--- config.mk ---
export PLATFORM = sky130hd
export DESIGN_NAME = mips_run_ctrl
export DESIGN_NICKNAME = d
export VERILOG_FILES = /design/src/rtl/mips_run_ctrl.sv
export SDC_FILE = /design/constraint.sdc
export NUM_CORES = 1
export LEC_CHECK = 0
export ABC_AREA = 0
export ABC_CLOCK_PERIOD_IN_PS = 3100
export CAP_MARGIN = 10
export CORE_ASPECT_RATIO = 1.2
export CORE_MARGIN = 5
export CORE_UTILIZATION = 46
export CTS_CLUSTER_DIAMETER = 30
export DETAILED_ROUTE_END_ITERATION = 8
export PLACE_DENSITY = 0.72
export SYNTH_ARGS = -nofsm -noshare
export SYNTH_HDL_FRONTEND = slang
export SYNTH_SLANG_ARGS = --single-unit
--- constraint.sdc ---
create_clock -name clk -period 3.1 [get_ports clk]
set_input_delay 0.62 -clock clk [delete_from_list [all_inputs] [get_ports clk]]
set_output_delay 0.62 -clock clk [all_outputs]
set_load 0.1 [all_outputs]
--- src/rtl/mips_run_ctrl.sv ---
// Run-control unit for the single-cycle MIPS core: reset hold sequencing, run/halt/step
// commands, PC breakpoints with skip-once resume, and a saturating executed-cycle counter.
module mips_run_ctrl #(
  parameter int PC_W      = 32,
  parameter int NUM_BP    = 2,
  parameter int RST_HOLD  = 4,
  parameter int START_RUN = 0,
  parameter int CNT_W     = 32,
  localparam int IDX_W    = (NUM_BP > 1) ? $clog2(NUM_BP) : 1
) (
  input  logic              clk,
  input  logic              rst,
  input  logic              cmd_valid,
  output logic              cmd_ready,
  input  logic [1:0]        cmd_op,
  input  logic [15:0]       cmd_arg,
  input  logic              bp_we,
  input  logic [IDX_W-1:0]  bp_idx,
  input  logic [PC_W-1:0]   bp_addr,
  input  logic              bp_en,
  input  logic [PC_W-1:0]   pc,
  output logic              core_rst,
  output logic              core_ce,
  output logic [1:0]        state,
  output logic [NUM_BP-1:0] bp_hit,
  output logic [CNT_W-1:0]  cycle_cnt,
  output logic [15:0]       step_left
);

  localparam int HOLD_W = (RST_HOLD < 2) ? 1 : $clog2(RST_HOLD + 1);

  typedef enum logic [1:0] {
    S_RESET = 2'b00,
    S_HALT  = 2'b01,
    S_RUN   = 2'b10,
    S_STEP  = 2'b11
  } state_t;

  typedef enum logic [1:0] {
    OP_RUN        = 2'b00,
    OP_HALT       = 2'b01,
    OP_STEP       = 2'b10,
    OP_RESET_CORE = 2'b11
  } op_t;

  state_t              state_q;
  logic [HOLD_W-1:0]   hold_q;
  logic                skip_q;
  logic [PC_W-1:0]     bp_addr_q [NUM_BP];
  logic [NUM_BP-1:0]   bp_en_q;
  logic [NUM_BP-1:0]   match;
  logic                active;
  logic                bp_stop;
  logic                cmd_fire;

  always_comb begin
    // NOTE: every always_comb output gets a default first so no path can infer a latch.
    match = '0;
    for (int i = 0; i < NUM_BP; i++) begin
      match[i] = bp_en_q[i] && (pc == bp_addr_q[i]);
    end
    active    = (state_q == S_RUN) || (state_q == S_STEP);
    bp_stop   = active && !skip_q && (|match);
    core_ce   = active && !bp_stop;
    cmd_ready = (state_q != S_RESET);
    cmd_fire  = cmd_valid && cmd_ready;
  end

  assign state = state_q;

  // NOTE: sequential state uses non-blocking assignments only; within this block a later
  // assignment to the same register overrides an earlier one, which is how commands win.
  always_ff @(posedge clk or negedge rst) begin
    if (!rst) begin
      state_q   <= S_RESET;
      hold_q    <= HOLD_W'(RST_HOLD);
      skip_q    <= 1'b0;
      core_rst  <= 1'b1;
      cycle_cnt <= '0;
      bp_hit    <= '0;
      step_left <= '0;
      bp_en_q   <= '0;
      // NOTE: the small breakpoint address file is reset too, so matching never sees X.
      for (int i = 0; i < NUM_BP; i++) bp_addr_q[i] <= '0;
    end else begin
      skip_q <= 1'b0;

      if (bp_we && (int'(bp_idx) < NUM_BP)) begin
        bp_addr_q[bp_idx] <= bp_addr;
        bp_en_q[bp_idx]   <= bp_en;
      end

      if (core_ce && (cycle_cnt != '1)) cycle_cnt <= cycle_cnt + CNT_W'(1);

      case (state_q)
        S_RESET: begin
          if (hold_q <= HOLD_W'(1)) begin
            core_rst <= 1'b0;
            state_q  <= (START_RUN != 0) ? S_RUN : S_HALT;
          end else begin
            hold_q <= hold_q - HOLD_W'(1);
          end
        end
        S_RUN, S_STEP: begin
          if (bp_stop) begin
            state_q <= S_HALT;
            bp_hit  <= bp_hit | match;
          end else if (state_q == S_STEP && step_left != 16'd0) begin
            step_left <= step_left - 16'd1;
            if (step_left == 16'd1) state_q <= S_HALT;
          end
        end
        default: ;
      endcase

      if (cmd_fire) begin
        case (op_t'(cmd_op))
          OP_RUN: begin
            state_q <= S_RUN;
            bp_hit  <= '0;
            skip_q  <= 1'b1;
          end
          OP_HALT: begin
            state_q <= S_HALT;
            bp_hit  <= bp_hit;
          end
          OP_STEP: begin
            state_q   <= S_STEP;
            step_left <= (cmd_arg == 16'd0) ? 16'd1 : cmd_arg;
            bp_hit    <= '0;
            skip_q    <= 1'b1;
          end
          OP_RESET_CORE: begin
            state_q   <= S_RESET;
            core_rst  <= 1'b1;
            hold_q    <= HOLD_W'(RST_HOLD);
            cycle_cnt <= '0;
            bp_hit    <= '0;
          end
          default: ;
        endcase
      end
    end
  end

endmodule

==> results of run 1 <==
## cell usage after synthesis, types with 14 or more instances
| library cell | number | area share |
|---|---|---|
| nand3_1 | 23 | 0.017 |
| nor4_1 | 27 | 0.026 |
| clkbuf_1 | 17 | 0.0097 |
| or4_1 | 20 | 0.023 |
| nor2_1 | 57 | 0.032 |
| nand4_1 | 16 | 0.015 |
| o21ai_0 | 22 | 0.017 |
| or3_1 | 14 | 0.013 |
| nand2_1 | 41 | 0.023 |
| xor2_1 | 37 | 0.049 |
| xnor2_1 | 61 | 0.081 |
| mux2_2 | 66 | 0.11 |
| a21oi_1 | 24 | 0.018 |
| dfrtp_1 | 121 | 0.46 |
## per-layer routing
layer	track usage	vias up	wire, µm
li1	-	2643	-
met1	0.2611	2780	7364
met2	0.3894	167	9725
met3	0.05542	36	941
met4	0.08082	0	486
met5	0	-	0
## power by group
part / total (W) / switching (W) / internal (W) / leakage (nW)
registers: 0.00226 / 0.000345 / 0.00191 / 1.51
logic: 0.00274 / 0.00185 / 0.000889 / 2.30
clock network: 0.00213 / 0.000760 / 0.00137 / 0.297
## worst max path at each step
stage	cells past startpoint	endpoint
6_report	7	core_ce
5_1_grt	7	core_ce
4_1_cts	7	core_ce
3_5_place_dp	9	core_ce
3_3_place_gp	9	core_ce
2_1_floorplan	8	core_ce
## cell type report
class,instances,share of cell area
Multi-Input combinational cell,471,0.3900
Clock buffer,19,0.04673
Sequential cell,123,0.3255
Clock inverter,13,0.02007
Tap cell,175,0.02310
Inverter,12,0.005149
Timing Repair Buffer,205,0.1894
## critical path: stages, from the launching register on
cell and delay, ns:
dfrtp_1 0.41, xnor2_2 0.20, nand2_1 0.08, or4_4 0.51
or4_4 0.51, o311ai_4 0.13, clkinvlp_4 0.20, buf_12 0.19
## layout by cell type, fill, tap and decap left out, drive strengths merged, types with 3 or more instances in the layout
cell type	n
or3	14
xor2	37
or2	3
a21oi	25
mux2	66
and3	5
dlygate4sd2	10
xnor2	61
nand2	41
nor2	57
dlymetal6s2s	17
nor4	27
dfrtp	121
ha	10
clkinvlp	5
bufinv	4
or4	20
clkbuf	21
nand4b	3
nand4	17
o21ai	22
clkdlybuf4s50	54
inv	14
nand3	23
nor3	10
buf	120
## sequential cells by signal, summed over array words and instances, names as in the netlist
name       count
bp_addr_q     64
cycle_cnt     32
step_left     16
hold_q         3
bp_en_q        2
bp_hit         2
state          2
core_rst       1
skip_q         1
## per-stage QoR
stage	setup WS (ns)	cell area [µm²]	util	setup TNS (ns)
floorplan	-0.1287	6628	-	-0.1287
global placement	-0.4848	8496	0.5969	-14.94
detailed placement	-0.4994	8496	0.5969	-16.66
CTS	-0.2869	9234	0.6487	-0.2869
global route	-0.2093	9478	0.6659	-0.2093
finish	-0.1634	9478	0.6659	-0.1634
## repair_timing
item / CTS / global route
buffers inserted: 0 / 2
pin swaps: 13 / 25
cloned: 0 / 0
resized for setup: 39 / 46
setup endpoints to repair: 6 / 11
## cell families (layout without fill, tap and decap cells)
| group | count (synthesis) | after routing | synth area share |
|---|---|---|---|
| xor+xnor | 98 | 98 | 0.1300 |
| compound gates | 61 | 61 | 0.05457 |
| simple gates | 235 | 235 | 0.1910 |
| fa+ha+maj | 10 | 10 | 0.01895 |
| mux | 67 | 67 | 0.1141 |
| flops | 123 | 123 | 0.4665 |
| buf+inv | 40 | 249 | 0.02501 |
==> results.toml, run 1 <==
[run_status]
status = "finished with violations"
violations = "negative setup slack"

[cts]
cts_tree = "built"
cts_root_buf = "clkbuf_16"
cts_hold_buf = 0
h-tree-depth = 4
clockBufferDepth = 2
worstSkewPairLatency_ns = 0.42
cts.sinks = 123
cts_made_buffers = 17
clk_pin_slew_ns = 0.06

[final_layout]
area_delta_synth_final_pct = 43.52
regArea_um2 = 3085
fillCellCount = 1076
multi_input_area_um2 = 3696
fin_nets = 928
drive_above_1_share = 0.3238
fin_cells = 1018
diodes = 0

[synthesis]
ys_warn_count = 0
ys_seq_area_frac = 0.4665
syn_nets = 732
synth_area_um2 = 6604
yosys_register_bits = 123
synth_edf_count = 0
synthCells = 634
avgSynthCellArea_um2 = 10.42
synth_flop_cell = "dfrtp_1"
synthDistinctLibCells = 47
synth-async-reset-ratio = 1.000

[critical_path]
crit_start = "bp_addr_q[2]"
cp-start-kind = "register"
cp_max_fo = 2
rr_endpoint = "step_left[8]"
crit_type = "reg -> out"
rr_worst_depth = 9
worstPathArrival_ns = 2.64
ff2ff_setup_slack_ns = 0.27
reg2reg_from = "bp_addr_q[18]"
worstPathRequired_ns = 2.48
end_kind = "primary output"

[timing]
setup_viol = 1
min_period_over_period = 1.053
min_period_ns = 3.263
worst_pin_slew_ns = 0.6551
rsz0062_at_grt = "true"
clock_skew_ns = 0.008594
hold_viol = 0
setup_ws_ns = -0.1634
maxClockFrequency_mhz = 306.4
relSlewSlack = 0.5633
slew_violations = 0
holdWs_ns = 0.2160

[floorplan]
die_h_um = 141.3
start_util = 0.4640
die_w_um = 119.4
rows = 48
num_io_pins = 143
core_um2 = 14230
dieArea_um2 = 16860

[global_route]
grt_max_degree = 50
grt_pass1_vias = 5852
antenna_found_initial = 0
grt_pass1_wl_um = 29710
grt_use_total = 0.2208
gr-total-overflow = 0

[placed_design]
dpl.hpwl_um = 13660
place_congestion = 0.8907
dp.cells = 984
io_buffers = 142

[route]
viasPerCell = 5.527
avgRoutedWirePerCell_um = 18.19
num_vias = 5626
drt_iter0_drc = 348
drc = 0
wirelength_um = 18520
ant_nets = 0
dr.pass1.iters = 4

[pwr]
power_leakage_nw = 4.111
p_per_area_nw_per_um2 = 752.2
ir_worst_vdd_uv = 386.9
total_power_w = 0.007129

[job]
cap_violations = 0

[worst_hold_path]
hp-class = "in -> async"
(Power assumes the default switching activity.)
==> run 2: changes to the inputs <==
CORE_UTILIZATION = 48   (was 46)
CTS_BUF_LIST = sky130_fd_sc_hd__clkbuf_8   (was unset)
PLACE_DENSITY = 0.75   (was 0.72)
SLEW_MARGIN = 20   (was unset)
==> run 2 against run 1 <==
Compared with the run above:
- critical endpoint is now bp_hit[1]
- largest cell class unchanged
- first-iteration DRC count up 6.0%
- power fell by 9.7%
- combinational power barely moved
- hold slack gained 0.0086 ns
- the run still ends with negative setup slack left
- clock skew up 0.0067 ns
- critical path depth increased by 14
- final cell count increased by 0.88%
- non-clock buffer count increased by 13
==> results.toml, run 2 (same netlist as run 1, synthesis figures left out) <==
[run_status]
status = "finished with violations"
violations = "negative setup slack"

[cts]
cts_made_buffers = 17
cts_hold_buf = 0
cts.sinks = 123
cts_tree = "built"
clockBufferDepth = 2
h-tree-depth = 4
worstSkewPairLatency_ns = 0.43
clk_pin_slew_ns = 0.08
cts_root_buf = "clkbuf_8"

[global_route]
gr-total-overflow = 0
grt_pass1_wl_um = 30350
grt_max_degree = 54
grt_pass1_vias = 6100
grt_use_total = 0.2349
antenna_found_initial = 0

[critical_path]
cp_top_family = "buffers and inverters"
crit_start = "pc[9]"
cp-endpoint = "bp_hit[1]"
worstPathArrival_ns = 3.72
cp_max_fo = 2
rr_endpoint = "bp_hit[1]"
rr_worst_depth = 20
end_kind = "register"
ff2ff_setup_slack_ns = -0.04
path_cells = "clkdlybuf4s50_1, xor2_1, nor4b_2, nand3_1, buf_4, buf_4, buf_4, buf_4, buf_4, buf_4, buf_4, buf_4, buf_4, buf_4, buf_4, buf_4, buf_4, buf_4, nor2_2, a21oi_1, o21ai_0"
cp-start-kind = "input port"
crit_type = "in -> reg"
reg2reg_from = "bp_addr_q[25]"
cpMaxStageDelayCell = "clkdlybuf4s50_1"
worstPathRequired_ns = 3.44
cpMostUsedCell = "buf_4"
crit_buf_inv = 15
path_depth = 21
slowest_delay_ns = 0.44

[floorplan]
die_h_um = 138.5
dieArea_um2 = 16210
core_um2 = 13640
rows = 47
num_io_pins = 143
die_w_um = 117.1
start_util = 0.4840

[route]
ant_nets = 0
drc = 0
drt_iter0_drc = 369
wirelength_um = 18860
num_vias = 5693
viasPerCell = 5.543
avgRoutedWirePerCell_um = 18.36
dr.pass1.iters = 4

[final_layout]
regMostFlops = "bp_addr_q"
fin_nets = 941
layout_common_cells = "buf_4 (129), dfrtp_1 (117), mux2_2 (66)"
top_regs = "bp_addr_q x64, cycle_cnt x32, step_left x16"
area_delta_synth_final_pct = 41.11
largest_reg_flops = 64
drive_above_1_share = 0.3318
final_common_cell = "buf_4"
diodes = 0

[placed_design]
io_buffers = 142
dpl.hpwl_um = 13760
place_congestion = 0.8577

[pwr]
ir_worst_vdd_uv = 628.5
p_per_area_nw_per_um2 = 690.5
total_power_w = 0.006434
power_leakage_nw = 4.031

[timing]
relSlewSlack = 0.5167
setup_viol = 2
min_period_ns = 3.383
maxClockFrequency_mhz = 295.6
rsz0062_at_grt = "true"
setup_ws_ns = -0.2827
holdWs_ns = 0.2246
slew_violations = 0
clock_skew_ns = 0.01525
tns_ns = -0.5215
min_period_over_period = 1.091
hold_viol = 0
worst_pin_slew_ns = 0.7249

[job]
cap_violations = 0

[worst_hold_path]
hp-class = "in -> async"
[run 2: cell count changes in the layout (fill, tap and decap cells not counted), sizes merged]
cell and delta:
buf +14, bufinv -2, clkbuf -2, clkdlybuf4s15 -1
clkdlybuf4s50 +4, clkinv +4, dlygate4sd2 +1, dlymetal6s2s -3
inv -2
[run 2: metrics by stage]
stage,worst slack [ns],utilization,instances,area (µm²)
floorplan,-0.1287,-,634,6628
global placement,-0.5516,0.6216,977,8481
detailed placement,-0.6156,0.6216,977,8481
CTS,-0.2964,0.6707,1024,9150
global route,-0.3396,0.6831,1027,9319
finish,-0.2827,0.6831,1027,9319
[run 2: worst reg2reg max path, stage by stage (launching register included)]
cell and delay, ns:
dfrtp_1 0.41, xor2_2 0.19, nor4b_2 0.26, nand3_1 0.15
buf_4 0.16, buf_4 0.12, buf_4 0.13, buf_4 0.13
buf_4 0.12, buf_4 0.12, buf_4 0.12, buf_4 0.12
buf_4 0.12, buf_4 0.12, buf_4 0.12, buf_4 0.13
buf_4 0.12, buf_4 0.12, nor2_2 0.09, a21oi_1 0.07
o21ai_0 0.15
[run 2: worst min-delay path by stage]
stage               slack [ns]  depth (start not counted)      endpoint
global placement          0.46                          2      core_rst
floorplan                 0.32                          0  bp_addr_q[0]
CTS                       0.24                          1  step_left[4]
detailed placement        0.45                          2      core_rst
global route              0.26                          1  step_left[4]
finish                    0.22                          1  step_left[6]
[run 2: layer usage]
metal | wire length [µm] | track usage | part of all wire | up-vias
met5 | 0 | 0 | 0 | -
met4 | 605 | 0.08816 | 0.032 | 0
met3 | 995 | 0.05463 | 0.053 | 38
met2 | 9884 | 0.4079 | 0.52 | 167
met1 | 7374 | 0.2783 | 0.39 | 2825
li1 | - | - | - | 2663
[run 2: area by class of cell]
class | count | area [µm²]
inverter | 12 | 48.80
timing repair buffer | 218 | 1901
multi-input combinational | 471 | 3665
fill | 1028 | 4324
sequential | 123 | 3085
clock buffer | 19 | 261.5
clock inverter | 13 | 143.9
tap | 171 | 214.0
[run 2: repair_timing]
action | 4_1_cts | 5_1_grt
setup buffers | 15 | 3
gates resized for setup | 45 | 30
pin swaps | 17 | 17
setup endpoints to repair | 14 | 23
[run 2: report_power, final]
| part | internal [W] | total (W) | switching [W] |
|---|---|---|---|
| registers | 0.00191 | 0.00225 | 0.000342 |
| logic | 0.000887 | 0.00274 | 0.00185 |
| clock network | 0.000761 | 0.00145 | 0.000688 |
| total | 0.00356 | 0.00643 | 0.00288 |
==> run 3: changes to the inputs <==
--- a/config.mk
+++ b/config.mk
@@ -8,12 +8,12 @@
 export ABC_AREA = 0
 export ABC_CLOCK_PERIOD_IN_PS = 3100
-export CAP_MARGIN = 10
+export CAP_MARGIN = 5
 export CORE_ASPECT_RATIO = 1.2
 export CORE_MARGIN = 5
-export CORE_UTILIZATION = 48
+export CORE_UTILIZATION = 45
 export CTS_BUF_LIST = sky130_fd_sc_hd__clkbuf_8
 export CTS_CLUSTER_DIAMETER = 30
 export DETAILED_ROUTE_END_ITERATION = 8
-export PLACE_DENSITY = 0.75
+export PLACE_DENSITY = 0.71
 export SLEW_MARGIN = 20
 export SYNTH_ARGS = -nofsm -noshare
==> constraint.sdc (replaced) <==
create_clock -name clk -period 3.1 [get_ports clk]
set_input_delay 0.62 -clock clk [delete_from_list [all_inputs] [get_ports clk]]
set_output_delay 0.62 -clock clk [all_outputs]
set_load 0.05 [all_outputs]
==> run 3 against run 2 <==
Compared with the run above:
- the flow still finishes with violations (negative setup slack)
- die area increased by 6.1%
- via count decreased by 1.9%
- flip-flop and latch count is the same
- global-route usage decreased by 2.4 points
- setup slack improved by 0.068 ns
- power decreased by 10%
- sequential power is essentially flat
- combinational power down 21%
- final cell count shrank 1.4%
- register-to-register slack gained 0.31 ns
- critical path depth fell by 13
- critical endpoint is now core_ce
==> results.toml, run 3 (same netlist as run 1, synthesis figures left out) <==
[cts]
worstSkewPairLatency_ns = 0.44
clk_pin_slew_ns = 0.08
clockBufferDepth = 2
cts_hold_buf = 0
h-tree-depth = 4
cts_made_buffers = 17
cts.sinks = 123
cts_tree = "built"
cts_root_buf = "clkbuf_8"

[critical_path]
rr_endpoint = "cycle_cnt[12]"
cp-start-kind = "input port"
cp_max_fo = 2
crit_type = "in -> out"
worstPathRequired_ns = 2.48
rr_worst_depth = 10
reg2reg_from = "bp_addr_q[1]"
ff2ff_setup_slack_ns = 0.27
worstPathArrival_ns = 2.70
end_kind = "primary output"

[global_route]
grt_pass1_wl_um = 28810
grt_max_degree = 50
gr-usage-met1 = 0.2478
met3_usage = 0.05190
top_usage_layer = "met2"
grt_use_total = 0.2107
grt_pass1_vias = 5783
antenna_found_initial = 0
grt_use_met2 = 0.3818
gr-total-overflow = 0

[final_layout]
fin_cells = 1013
top_regs = "bp_addr_q x64, cycle_cnt x32, step_left x16"
postLayoutCoreUtil = 0.6381
layout_common_cells = "dfrtp_1 (121), clkdlybuf4s50_1 (110), mux2_2 (66)"
regMostFlops = "bp_addr_q"
fin_nets = 923
largest_reg_flops = 64
area_delta_synth_final_pct = 39.28
final_common_cell = "dfrtp_1"
diodes = 0
drive_above_1_share = 0.2351

[route]
viasPerCell = 5.510
avgRoutedWirePerCell_um = 17.69
drc = 0
num_vias = 5582
dr.pass1.iters = 5
wirelength_um = 17920
ant_nets = 0
drt_iter0_drc = 373

[floorplan]
dieArea_um2 = 17210
num_io_pins = 143
die_h_um = 142.7
core_um2 = 14410
start_util = 0.4582
die_w_um = 120.6
rows = 48

[timing]
slew_violations = 0
min_period_ns = 3.315
clock_skew_ns = 0.01691
maxClockFrequency_mhz = 301.6
relSlewSlack = 0.5272
worst_pin_slew_ns = 0.7092
setup_ws_ns = -0.2152
setup_viol = 1
min_period_over_period = 1.069
hold_viol = 0
rsz0062_at_grt = "true"

[placed_design]
dp.cells = 975
place_congestion = 0.9922
io_buffers = 142
dpl.hpwl_um = 13490

[pwr]
p_sw_w = 0.002181
p_seq_frac = 0.386
pwr-share-comb = 0.374
p_clk_frac = 0.240
power_leakage_nw = 3.776
ir_worst_vdd_uv = 394.8
p_int_w = 0.003584
p_per_area_nw_per_um2 = 626.8
switching_share = 0.3783

[run_status]
status = "finished with violations"
violations = "negative setup slack"

[job]
cap_violations = 0

[worst_hold_path]
hp-class = "in -> async"
[run 3: per-layer routing]
metal	vias up	wire (µm)
met5	-	0
met2	170	9476
met4	0	286
li1	2632	-
met1	2756	7125
met3	24	1033
[run 3: cell type report]
type,instances,area [µm²]
Clock buffer,20,275.3
Multi-Input combinational cell,471,3588
Fill cell,1165,5216
Clock inverter,12,107.6
Inverter,12,48.80
Sequential cell,123,3080
Timing Repair Buffer,200,1878
Tap cell,175,219.0
[run 3: power by group through the flow]
stage	sequential [W]	clock (W)	combinational (W)
after floorplan	0.00265	0	0.000833
final	0.00222	0.00138	0.00216
after detailed placement	0.00224	0	0.00209
after global routing	0.00227	0.00149	0.00230
after CTS	0.00222	0.00142	0.00214
after global placement	0.00222	0	0.00205
[run 3: worst max-delay path by stage]
stage                   from       to  depth (start not counted)
3_3_place_gp          pc[23]  core_ce                          8
6_report              pc[19]  core_ce                          8
2_1_floorplan         pc[11]  core_ce                          8
3_5_place_dp          pc[23]  core_ce                          8
4_1_cts        bp_addr_q[43]  core_ce                          7
5_1_grt               pc[30]  core_ce                         10
[run 3: timing repair]
action                                  in CTS  in global routing
endpoints found under the setup margin       7                  4
pin swaps                                   22                  5
setup buffers                                4                  2
gates resized for setup                     62                  8
[run 3: through the flow]
stage	TNS (ns)	total power (W)	hold slack (ns)	setup WS (ns)	cell area, µm²
detailed placement	-17.44	0.004329	0.4512	-0.5110	8571
floorplan	0	0.003488	0.3244	0.004641	6623
global placement	-14.89	0.004266	0.4559	-0.4676	8571
global route	-0.3445	0.006058	0.2124	-0.3445	9198
CTS	-0.1644	0.005782	0.1851	-0.1644	9139
finish	-0.2152	0.005765	0.1774	-0.2152	9198
[run 3: critical path: stages]
cell and delay, ns:
clkdlybuf4s50_1 0.44, xor2_1 0.21, nor4_1 0.17, nand4_1 0.19, or4_4 0.56, o311ai_4 0.12
clkinvlp_4 0.20, buf_8 0.18
==> RTL change 1, RTL diff (config.mk and constraints of run 1) <==
Change the parameter `PC_W` from 32 to 36.
--- a/src/rtl/mips_run_ctrl.sv
+++ b/src/rtl/mips_run_ctrl.sv
@@ -3,3 +3,3 @@
 module mips_run_ctrl #(
-  parameter int PC_W      = 32,
+  parameter int PC_W      = 36,
   parameter int NUM_BP    = 2,
Ports: changed (resized bp_addr and pc); port bits go from 143 to 151. No check against the original RTL was run, so the function may have changed too.
==> RTL change 1 against run 1 <==
  * Hold slack gained 0.080 ns
  * Sequential cell count up 8
  * Critical path depth rose by 2
  * Worst setup slack better by 0.31 ns
  * Sequential share of layout area rose by 2.0 points
  * Total power down 7.4%
  * Final area about the same
  * Routed wire length is essentially flat
  * Area after synthesis up 5.0%
  * Critical path type is now input port to primary output
==> RTL change 1: results (changes against run 1) <==
| Metric | Value |
|---|---|
| GPL Wtd Cong | `0.839 (-5.8%)` |
| Placed cell area | `0.00874 mm² (+2.9%)` |
| Drt pass-1 iters | `5 (+1)` |
| Top cells by area, synth | `dfrtp_1 (47%), mux2_2 (12%), xnor2_1 (8.7%)` |
| WL/cell | `17.7 µm (-2.6%)` |
| Vias | `5,802 (+3.1%)` |
| Registers with the most flip-flops | `bp_addr_q: 72 flops, cycle_cnt: 32 flops, step_left: 16 flops` |
| DR iter-0 viols | `474 (+36%)` |
| Placed instance count | `1,007 (+2.3%)` |
| First-pass GRT wire length | `29,500 µm (-0.77%)` |
| Crit-path max FO | `4 (+2)` |
| Vias in the first global route | `5,918 (+1.1%)` |
| Syn Nets | `752 (+2.7%)` |
| VDD IR max | `0.000373 V (-3.6%)` |
| Register area | `0.00328 mm² (+6.3%)` |
| Cell variety after synth | `57 (+21%)` |
| Critical Path Source | `pc[16]` |
| Hpwl dp | `13,700 µm (+0.17%)` |
| Arr. time, crit path | `2.34 ns (-0.30 ns)` |
| Top cells by count, synth | `dfrtp_1 (129), mux2_2 (75), xnor2_1 (69)` |
| Worst slew pin tran | `0.835 ns (+0.180 ns)` |
| CP max-delay cell | `clkdlybuf4s50_1` |
| Setup slack, reg-to-reg | `0.46 ns (+0.19 ns)` |
| Tot GR Track Use | `21.5% (-0.63 points)` |
| Layout fillers | `1,184 (+10%)` |
| Final WS setup | `0.142 ns (+0.305 ns)` |
| Status | `complete, no violations` |
| Clk_skew | `0.0116 ns (+0.00301 ns)` |
| Final Net Count | `932 (+0.43%)` |
| Place WS | `-0.151 ns (+0.349 ns)` |
| Pleak | `4.02 nW (-2.3%)` |
| Syn Inst Count | `646 (+1.9%)` |
| RR Endpoint | `cycle_cnt[7]` |
## RTL change 1: changes by cell type after synthesis, moves of 9 or more
cell and delta:
xor2_1 -33, o31ai_1 +10, nor2_1 -30, or3_1 +12
nor4_1 -17, o21ai_0 +10, a21oi_1 +9, mux2_2 +9
## RTL change 1: per-layer routing
metal  up-vias  routed length (µm)  global-route usage [%]  share of wire [%]
li1       2731                   -                       -                  -
met1      2821                7210                    25.0                 39
met2       207                9620                    37.3                 52
met3        37                1320                    6.81                7.1
met4         6                 328                    7.67                1.8
met5         -                  27                       0               0.15
## RTL change 1: repair_timing
action                                  CTS  global route
gates resized for setup                  14            28
endpoints found under the setup margin    1             1
pin swaps                                 7            18
buffers inserted                          1             3
endpoints found under the hold margin     0             0
## RTL change 1: cell families (layout without fill, tap and decap cells)
| logic type | count (synthesis) | in the layout | synth area share (%) |
|---|---|---|---|
| and+or+nand+nor | 213 | 213 | 17.8 |
| DFF | 131 | 131 | 47.3 |
| muxes | 80 | 80 | 12.9 |
| xor gates and xnor gates | 73 | 73 | 9.22 |
| adders and majority gates | 10 | 10 | 1.80 |
| buffers and inverters | 42 | 233 | 2.54 |
| other | 0 | 4 | 0 |
| AOI/OAI and AO/OA | 97 | 97 | 8.43 |
## RTL change 1: layout make-up
cell class	count	share of cell area [%]
Multi-Input combinational cell	473	37.8
Sequential cell	131	34.6
Timing Repair Buffer	186	18.2
Clock buffer	20	4.81
Tap cell	204	2.69
Clock inverter	10	1.16
Inverter	17	0.686
Antenna cell	4	0.106
## RTL change 1: where the power goes
part           switching [mW]  internal [mW]
registers               0.300           2.00
logic                    1.55          0.805
clock network           0.729           1.21
## RTL change 1: worst register-to-register path, delay by kind of cell (launching register included)
family,cells,cell delay (ns)
flops,1,0.40
compound gates,2,0.38
buf+inv,4,0.55
simple gates,4,1.08
xor+xnor,1,0.16
## RTL change 1: worst min-delay path by stage
| stage | startpoint | to | slack, ns | cells after the start |
|---|---|---|---|---|
| final | rst | cycle_cnt[15] | 0.30 | 1 |
| after global routing | rst | cycle_cnt[15] | 0.34 | 1 |
| after CTS | rst | cycle_cnt[15] | 0.31 | 1 |
| after detailed placement | core_rst | core_rst | 0.47 | 2 |
| after global placement | core_rst | core_rst | 0.47 | 2 |
| after floorplan | rst | bp_addr_q[0] | 0.32 | 0 |
==> RTL change 2, RTL diff (config.mk and constraints of run 1) <==
Without the edit above. Register the output `cycle_cnt` once more, cleared by the reset; this adds one clock of latency there. The other outputs are not delayed to match.
--- a/src/rtl/mips_run_ctrl.sv
+++ b/src/rtl/mips_run_ctrl.sv
@@ -45,2 +45,4 @@
 
+  logic [CNT_W-1:0] cycle_cnt_s0;
+
   state_t              state_q;
@@ -78,3 +80,3 @@
       core_rst  <= 1'b1;
-      cycle_cnt <= '0;
+      cycle_cnt_s0 <= '0;
       bp_hit    <= '0;
@@ -92,3 +94,3 @@
 
-      if (core_ce && (cycle_cnt != '1)) cycle_cnt <= cycle_cnt + CNT_W'(1);
+      if (core_ce && (cycle_cnt_s0 != '1)) cycle_cnt_s0 <= cycle_cnt_s0 + CNT_W'(1);
 
@@ -136,3 +138,3 @@
             hold_q    <= HOLD_W'(RST_HOLD);
-            cycle_cnt <= '0;
+            cycle_cnt_s0 <= '0;
             bp_hit    <= '0;
@@ -145,2 +147,10 @@
 
+  always_ff @(posedge clk or negedge rst) begin
+    if (!rst) begin
+      cycle_cnt <= '0;
+    end else begin
+      cycle_cnt <= cycle_cnt_s0;
+    end
+  end
+
 endmodule
Behaviour: not the same (a bounded check fails within 10 cycles, from zero or initial values and one cycle with rst low).
==> RTL change 2 against run 1 <==
  * Maximum frequency increased by 7.5%
  * Critical path depth increased by 2
  * Sequential cell count increased by 32
  * Highest routed layer unchanged
  * Die area increased by 11%
  * Total power increased by 7.3%
  * Largest cell class is now sequential cells
  * Area after synthesis increased by 12%
  * Non-clock buffer count decreased by 23
  * Routed wire length increased by 4.4%
  * Final area increased by 3.8%
  * Cell count increased by 3.9%
  * Critical endpoint unchanged
  * Worst setup slack improved by 0.23 ns
  * Largest power group unchanged
  * Register-to-register slack improved by 0.14 ns
==> RTL change 2: results (changes against run 1) <==
| Metric | Value |
|---|---|
| Period Utilization, post-route | `97.9% (-7.3 points)` |
| M3 GR Usage | `4.87% (-0.67 points)` |
| Met3 Wirelength | `929 µm (-1.3%)` |
| Register area share after synthesis | `52.5% (+5.8 points)` |
| Top cells by area, synth | `dfrtp_1 (52%), mux2_2 (10%), xnor2_1 (4.4%)` |
| Area growth syn-to-layout | `33.0%` |
| Wire length on met1 | `8340 µm (+13%)` |
| Worst slew margin | `52.2% (-4.2 points)` |
| Clk_skew | `0.00824 ns (-0.000357 ns)` |
| Placed cell area | `0.00917 mm² (+7.9%)` |
| Placed instance count | `1,024 (+4.1%)` |
| Largest net degree at the start of global routing | `73 (+46%)` |
| Final Net Count | `935 (+0.75%)` |
| Met2 Use GR | `36.6% (-2.3 points)` |
| Syn Area/Cell | `11.2 µm² (+7.4%)` |
| Post-synthesis xor/xnor area fraction | `8.64% (-4.4 points)` |
| Status | `complete, no violations` |
| Setup slack, reg-to-reg | `0.41 ns (+0.14 ns)` |
| Sequential share of cell area | `39.5% (+6.9 points)` |
| Hold Slack | `0.213 ns (-0.00263 ns)` |
| Layout cell share with drive strength beyond 1 | `26.6% (-5.8 points)` |
| Synth Area in Adders | `1.69% (-0.20 points)` |
| Vias/cell | `5.48 (-0.86%)` |
| Clock buffers | `20 (+1)` |
| Layout fillers | `1,232 (+14%)` |
| VDD IR max | `0.000588 V (+52%)` |
| Syn Inst Count | `661 (+4.3%)` |
| Synth Area in Compound Gates | `8.14% (+2.7 points)` |
| ClkCell Share | `5.89% (-0.79 points)` |
| Registers with the most flip-flops | `bp_addr_q: 64 flops, cycle_cnt: 32 flops, cycle_cnt_s0: 32 flops` |
| First-pass GRT wire length | `31,900 µm (+7.5%)` |
| Signal buf overhead | `16.5% (-2.4 points)` |
| M1 GR Usage | `27.0% (+0.85 points)` |
==> RTL change 2: cell count changes in the layout (fill, tap and decap cells not counted), moves of 12 or more <==
| cell | change |
|---|---|
| dfrtp_1 | +36 |
| o21ai_0 | -12 |
| nand2_1 | +12 |
| nor2_1 | -14 |
| xnor2_1 | -12 |
| buf_4 | -25 |
==> RTL change 2: kinds of logic after synthesis <==
logic type      count (synthesis)
buf+inv                        48
xor+xnor                       73
fa+ha+maj                      10
compound gates                 85
mux                            74
simple gates                  216
flops                         155
==> RTL change 2: final timing paths <==
path	from	endpoint
worst max register to register	step_left[11]	step_left[2]
worst min-delay path	rst	bp_addr_q[11]
worst max-delay path	pc[9]	core_ce
worst min register to register	cycle_cnt_s0[14]	cycle_cnt[14]
max in group asynchronous	rst	cycle_cnt[22]
min in group clk	cycle_cnt_s0[14]	cycle_cnt[14]
